===== src/rtl/mbox_cyc_arb.sv =====
// MBOX cycle arbiter: grants EBOX/CHAN/CCA, drives the MBOX request port and holds the RPW interlock.
// Optional build macro MBOX_CYC_TIMEOUT_EN adds an NXM timeout on ISSUE/WAIT (ERR outputs otherwise tied low).
module mbox_cyc_arb #(
    parameter int AW         = 23,
    parameter int CCA_STARVE = 8,
    parameter int TIMEOUT    = 64
) (
    input  logic          clk,
    input  logic          RESET,
    input  logic          EBOX_REQ,
    input  logic          EBOX_WR,
    input  logic          EBOX_RPW,
    input  logic [AW-1:0] EBOX_ADR,
    input  logic          CHAN_REQ,
    input  logic          CHAN_WR,
    input  logic [AW-1:0] CHAN_ADR,
    input  logic          CCA_REQ,
    input  logic [AW-1:0] CCA_ADR,
    output logic          EBOX_GNT,
    output logic          CHAN_GNT,
    output logic          CCA_GNT,
    output logic          EBOX_DONE,
    output logic          CHAN_DONE,
    output logic          CCA_DONE,
    output logic          EBOX_ERR,
    output logic          CHAN_ERR,
    output logic          CCA_ERR,
    output logic          MB_REQ,
    output logic          MB_WR,
    output logic [AW-1:0] MB_ADR,
    output logic [1:0]    MB_SRC,
    input  logic          MB_ACK,
    input  logic          MB_CPL,
    output logic          RPW_LOCK,
    output logic          BUSY
);
    localparam int SW = $clog2(CCA_STARVE + 1);
    localparam logic [SW-1:0] STARVE_MAX = SW'(CCA_STARVE);
    localparam logic [1:0] SRC_EBOX = 2'd0;
    localparam logic [1:0] SRC_CHAN = 2'd1;
    localparam logic [1:0] SRC_CCA  = 2'd2;

    typedef enum logic [1:0] {IDLE, ISSUE, WAIT, LOCK} state_t;

    state_t        state_q;
    logic [2:0]    gnt_q, done_q;
    logic          mb_req_q, mb_wr_q, busy_q;
    logic [AW-1:0] mb_adr_q, lock_adr_q;
    logic [1:0]    mb_src_q;
    logic          rpw_rd_q, rel_wr_q, rpw_lock_q;
    logic [SW-1:0] starve_q, starve_d;

    logic [2:0]    win_oh;
    logic          win_wr;
    logic [AW-1:0] win_adr;
    logic [1:0]    win_src;
    logic          cpl_now, arb_ok;

    always_comb begin
        win_oh   = 3'b000;
        win_wr   = 1'b0;
        win_adr  = '0;
        win_src  = SRC_EBOX;
        starve_d = starve_q;
        if (CCA_REQ && starve_q == STARVE_MAX) begin
            win_oh = 3'b100; win_wr = 1'b1; win_adr = CCA_ADR; win_src = SRC_CCA;
        end else if (CHAN_REQ) begin
            win_oh = 3'b010; win_wr = CHAN_WR; win_adr = CHAN_ADR; win_src = SRC_CHAN;
        end else if (EBOX_REQ) begin
            win_oh = 3'b001; win_wr = EBOX_WR; win_adr = EBOX_ADR; win_src = SRC_EBOX;
        end else if (CCA_REQ) begin
            win_oh = 3'b100; win_wr = 1'b1; win_adr = CCA_ADR; win_src = SRC_CCA;
        end
        if (win_oh[2])
            starve_d = '0;
        else if (CCA_REQ && starve_q != STARVE_MAX)
            starve_d = starve_q + SW'(1);
    end

    // Requesters still hold REQ during their DONE cycle, so no arbitration then.
    assign arb_ok  = ~|done_q;
    assign cpl_now = (state_q == ISSUE && MB_ACK && MB_CPL) || (state_q == WAIT && MB_CPL);

`ifdef MBOX_CYC_TIMEOUT_EN
    localparam int TW = $clog2(TIMEOUT + 1);
    localparam logic [TW-1:0] TO_LAST = TW'(TIMEOUT - 1);
    logic [TW-1:0] timer_q;
    logic [2:0]    err_q;
`else
    logic unused_timeout;
    assign unused_timeout = ^TIMEOUT;
`endif

    always_ff @(posedge clk) begin
        if (RESET) begin
            state_q    <= IDLE;
            gnt_q      <= 3'b000;
            done_q     <= 3'b000;
            mb_req_q   <= 1'b0;
            mb_wr_q    <= 1'b0;
            mb_adr_q   <= '0;
            mb_src_q   <= 2'd0;
            lock_adr_q <= '0;
            rpw_rd_q   <= 1'b0;
            rel_wr_q   <= 1'b0;
            rpw_lock_q <= 1'b0;
            busy_q     <= 1'b0;
            starve_q   <= '0;
`ifdef MBOX_CYC_TIMEOUT_EN
            timer_q    <= '0;
            err_q      <= 3'b000;
`endif
        end else begin
            done_q <= 3'b000;
`ifdef MBOX_CYC_TIMEOUT_EN
            err_q  <= 3'b000;
`endif
            case (state_q)
                IDLE: if (arb_ok) begin
                    starve_q <= starve_d;
                    if (|win_oh) begin
                        gnt_q    <= win_oh;
                        mb_req_q <= 1'b1;
                        mb_wr_q  <= win_wr;
                        mb_adr_q <= win_adr;
                        mb_src_q <= win_src;
                        rpw_rd_q <= win_oh[0] & EBOX_RPW & ~EBOX_WR;
                        rel_wr_q <= 1'b0;
                        busy_q   <= 1'b1;
                        state_q  <= ISSUE;
`ifdef MBOX_CYC_TIMEOUT_EN
                        timer_q  <= '0;
`endif
                    end
                end
                ISSUE: begin
                    if (MB_ACK) begin
                        mb_req_q <= 1'b0;
                        state_q  <= WAIT;
`ifdef MBOX_CYC_TIMEOUT_EN
                        timer_q  <= '0;
                    end else if (timer_q == TO_LAST) begin
                        done_q <= gnt_q; err_q <= gnt_q; gnt_q <= 3'b000; mb_req_q <= 1'b0;
                        rpw_lock_q <= 1'b0; busy_q <= 1'b0; state_q <= IDLE;
                    end else begin
                        timer_q <= timer_q + TW'(1);
`endif
                    end
                end
                WAIT: begin
`ifdef MBOX_CYC_TIMEOUT_EN
                    if (!MB_CPL) begin
                        if (timer_q == TO_LAST) begin
                            done_q <= gnt_q; err_q <= gnt_q; gnt_q <= 3'b000;
                            rpw_lock_q <= 1'b0; busy_q <= 1'b0; state_q <= IDLE;
                        end else begin
                            timer_q <= timer_q + TW'(1);
                        end
                    end
`endif
                end
                LOCK: if (arb_ok && EBOX_REQ) begin
                    // Only the write back to the locked address releases the interlock.
                    mb_req_q <= 1'b1;
                    mb_wr_q  <= EBOX_WR;
                    mb_adr_q <= EBOX_ADR;
                    mb_src_q <= SRC_EBOX;
                    rpw_rd_q <= 1'b0;
                    rel_wr_q <= EBOX_WR && (EBOX_ADR == lock_adr_q);
                    state_q  <= ISSUE;
`ifdef MBOX_CYC_TIMEOUT_EN
                    timer_q  <= '0;
`endif
                end
                default: state_q <= IDLE;
            endcase

            if (cpl_now) begin
                done_q <= gnt_q;
                if (rel_wr_q) begin
                    gnt_q <= 3'b000; rpw_lock_q <= 1'b0; busy_q <= 1'b0; state_q <= IDLE;
                end else if (rpw_lock_q) begin
                    state_q <= LOCK;
                end else if (rpw_rd_q) begin
                    rpw_lock_q <= 1'b1; lock_adr_q <= mb_adr_q; state_q <= LOCK;
                end else begin
                    gnt_q <= 3'b000; busy_q <= 1'b0; state_q <= IDLE;
                end
            end
        end
    end

    assign {CCA_GNT, CHAN_GNT, EBOX_GNT}    = gnt_q;
    assign {CCA_DONE, CHAN_DONE, EBOX_DONE} = done_q;
`ifdef MBOX_CYC_TIMEOUT_EN
    assign {CCA_ERR, CHAN_ERR, EBOX_ERR}    = err_q;
`else
    assign {CCA_ERR, CHAN_ERR, EBOX_ERR}    = 3'b000;
`endif
    assign MB_REQ   = mb_req_q;
    assign MB_WR    = mb_wr_q;
    assign MB_ADR   = mb_adr_q;
    assign MB_SRC   = mb_src_q;
    assign RPW_LOCK = rpw_lock_q;
    assign BUSY     = busy_q;
endmodule

===== config.mk =====
export PLATFORM = sky130hd
export DESIGN_NAME = mbox_cyc_arb
export DESIGN_NICKNAME = d
export VERILOG_FILES = /design/src/rtl/mbox_cyc_arb.sv
export SDC_FILE = /design/constraint.sdc
export NUM_CORES = 1
export LEC_CHECK = 0
export CAP_MARGIN = 20
export CORE_ASPECT_RATIO = 0.6
export CORE_MARGIN = 10
export CORE_UTILIZATION = 28
export DETAILED_ROUTE_END_ITERATION = 10
export PLACE_DENSITY = 0.65
export SYNTH_ARGS = -nofsm -noshare
export SYNTH_HDL_FRONTEND = slang
export SYNTH_SLANG_ARGS = --single-unit

===== constraint.sdc =====
create_clock -name clk -period 2.3 [get_ports clk]
set_clock_uncertainty 0.2 [all_clocks]
set_input_delay 0.46 -clock clk [delete_from_list [all_inputs] [get_ports clk]]
set_output_delay 0.46 -clock clk [all_outputs]
set_load 0.05 [all_outputs]

==> run_results.csv <==
group,metric,value,unit
place,placedCellCount,620,
job,max_cap_violations,0,
hold_path,hold_class,"in2reg",
clock_tree,path_clk_slew,60,ps
timing,period_minus_slack,2210,ps
grt,grt_overflow,0,
routing,postRouteAntennaNets,0,
clock_tree,max-clock-path-buffers,2,
synthesis,synth_top_family_by_area,"compound AO/OA/AOI/OAI gates",
power,p_leak,2.03,nW
worst_setup_path,arrival,1550,ps
cells_and_area,syn2layout_area_growth,54.6,%
worst_setup_path,r2r-start,"state_q[1]",
synthesis,synthArstFlopShare,0,%
place,hpwl,8830,µm
floorplanning,start_util,28.9,%
clock_tree,post_cts_buffers,0,
worst_setup_path,slowest_delay,830,ps
worst_setup_path,crit_chain,"clkdlybuf4s50_1",
synthesis,yosys.area_share.adder,2.66,%
timing,slew_viol_final,0,
worst_setup_path,critPathBufInv,1,
timing,worst-slew-pin-transition,526,ps
cells_and_area,antenna_cells,0,
synthesis,synth_compound_area_share,22.5,%
synthesis,ys_seq_elements,66,
floorplanning,fp.dieW,160,µm
power,irDropWorstVdd,0.619,mV
synthesis,synthSimpleGateAreaFrac,16.1,%
cells_and_area,fin_cells,636,
hold_path,min_from,"RESET",
timing,setup_viol,0,
floorplanning,core,11400,µm²
synthesis,synthTopCellsByCount,"66 x dfxtp_1, 62 x nor2_1, 25 x mux2i_1, 23 x a222oi_1, 21 x xnor2_1",
clock_tree,clock_latency,330,ps
clock_tree,clock_sinks,66,
cells_and_area,fin_nets,557,
worst_setup_path,r2r-end,"MB_ADR[9]",
clock_tree,numCtsBuffers,9,
cells_and_area,drive_gt1_share,16.2,%
worst_setup_path,start_kind,"register",
timing,hold_viol,0,
floorplanning,rows,30,
timing,grt_setup_unrepaired,"no",
synthesis,netlist_instances,341,
synthesis,seq_area_frac_synth,40.1,%
worst_setup_path,worstPathMaxFanout,4,
synthesis,synth_largest_area_cell,"dfxtp_1",
grt,grt_max_degree,24,
grt,grt_pass1_vias,3187,
floorplanning,dieArea,16700,µm²
timing,slew_headroom,64.8,%
worst_setup_path,cp-end-kind,"primary output",
routing,drc_errors,0,
synthesis,netlist.area_leader.share,40.1,%
worst_setup_path,critPathRequiredTime,1640,ps
synthesis,yosysMostFrequentCell,"dfxtp_1",
timing,fin_crit_sh,96.0,%
synthesis,synth_area_leaders,"dfxtp_1 40%, a211oi_2 7.6%, mux2i_1 7.6%, nor2_1 7.1%, a222oi_1 7.0%",
synthesis,synth_area,3300,µm²
synthesis,synth_ff_type,"dfxtp_1",
clock_tree,htree_levels,3,
synthesis,synth_edf_count,0,
grt,grt_pass1_wl,17500,µm
synthesis,yosys_warnings,0,
grt,grt_util_all_layers,12.9,%
routing,via_count,3103,
timing,fmax,0.453,GHz
hold_path,whs_path_depth,2,
cells_and_area,multi_input_area,1860,µm²
worst_setup_path,path_class,"reg2out",
worst_setup_path,critPathTopFamily,"buffers and inverters",
routing,via_per_inst,4.88,
routing,wl_per_cell,17.4,µm
grt,antenna_found_initial,0,
worst_setup_path,slowest_stage,"clkdlybuf4s50_1",
cells_and_area,regArea,1320,µm²
worst_setup_path,reg2reg_depth,7,
synthesis,ys_types,50,
routing,drt_iter0_drc,249,
worst_setup_path,rrSetupSlack,190,ps
hold_path,min_to,"MB_WR",
clock_tree,cts_resized,0,
clock_tree,cts_tree,"yes",
timing,fin_tns_setup,0,ps
power,powerDensity,1190,nW/µm²
cells_and_area,fin_util,44.7,%
floorplanning,die_h,104,µm
cells_and_area,fill_cells,1116,
synthesis,synthXorXnorAreaFrac,6.11,%
clock_tree,root_buffer,"clkbuf_16",
routing,drt-total-wl,11100,µm
synthesis,muxShareOfSynthArea,7.59,%
floorplanning,ios,117,
routing,first_pass_iters,5,
status,outcome,"finished clean",
place,gp_congestion,0.854,
clock_tree,hold_buffers,0,
synthesis,avgSynthCellArea,9.67,µm²
place,io_buffers,113,
## per-stage QoR
step                      power [W]  setup slack, ps  hold WS (ps)  instance area, µm²
after global placement      0.00472            -44.7           240                4810
after floorplan             0.00352              248           260                3300
final                       0.00605             93.0           201                5100
after detailed placement    0.00481             -155           257                4810
after global routing        0.00639             28.1           203                5100
after CTS                   0.00612             72.9           184                5100
## logic make-up after synthesis
logic type	Yosys count
adders and majority gates	7
muxes	25
AOI/OAI and AO/OA	80
buffers and inverters	32
and+or+nand+nor	107
DFF	66
xor gates and xnor gates	23
other	1
## worst max-delay path by stage
stage               startpoint  cells after the start    endpoint  slack, ps
floorplan            done_q[1]                      5  MB_ADR[10]        250
global placement      CHAN_REQ                      6   MB_ADR[0]        -40
detailed placement     CCA_REQ                      6  MB_ADR[14]       -150
CTS                  done_q[1]                      1   CHAN_DONE         70
global route         done_q[1]                      1   CHAN_DONE         30
finish               done_q[1]                      1   CHAN_DONE         90
## layout by cell type, fill, tap and decap left out, types with 5 or more instances in the layout
master | synthesis | final
clkdlybuf4s50_1 | 0 | 108
dfxtp_1 | 66 | 66
nor2_1 | 62 | 62
buf_4 | 7 | 27
mux2i_1 | 25 | 25
a222oi_1 | 23 | 23
xnor2_1 | 21 | 21
a211oi_2 | 20 | 19
a21oi_1 | 10 | 10
nand2_1 | 9 | 9
clkbuf_16 | 0 | 9
inv_1 | 7 | 7
ha_1 | 7 | 7
nand2b_1 | 6 | 6
nand4_1 | 6 | 6
buf_12 | 0 | 6
o21ai_0 | 5 | 5
## where the power goes
part	internal (W)	switching, W	total [W]
Sequential	0.00139	0.000199	0.00159
Combinational	0.00132	0.00186	0.00319
Clock	0.000790	0.000488	0.00128
## layout make-up
cell class | instances | area share (%)
multi-input cells | 245 | 36.4
repair buffers | 142 | 27.6
flip-flops and latches | 66 | 25.9
clock buffers | 13 | 5.10
well taps | 160 | 3.93
inverters | 7 | 0.515
clock inverters | 3 | 0.466
## state kept, by name (all words and copies together), names as in the netlist
register / cells
rpw_rd_q: 1
starve_q: 4
done_q: 3
MB_SRC: 2
MB_ADR: 23
MB_REQ: 1
MB_WR: 1
BUSY: 1
lock_adr_q: 23
gnt_q: 3
state_q: 2
rel_wr_q: 1
RPW_LOCK: 1
## routing by layer
layer / global-route usage, % / wire [µm] / vias to the layer above
met5: 0 / 0 / -
met4: 2.87 / 80 / 0
met3: 4.82 / 721 / 7
met2: 19.8 / 4900 / 95
met1: 16.9 / 5370 / 1482
li1: - / - / 1519
(Power assumes the default switching activity.)
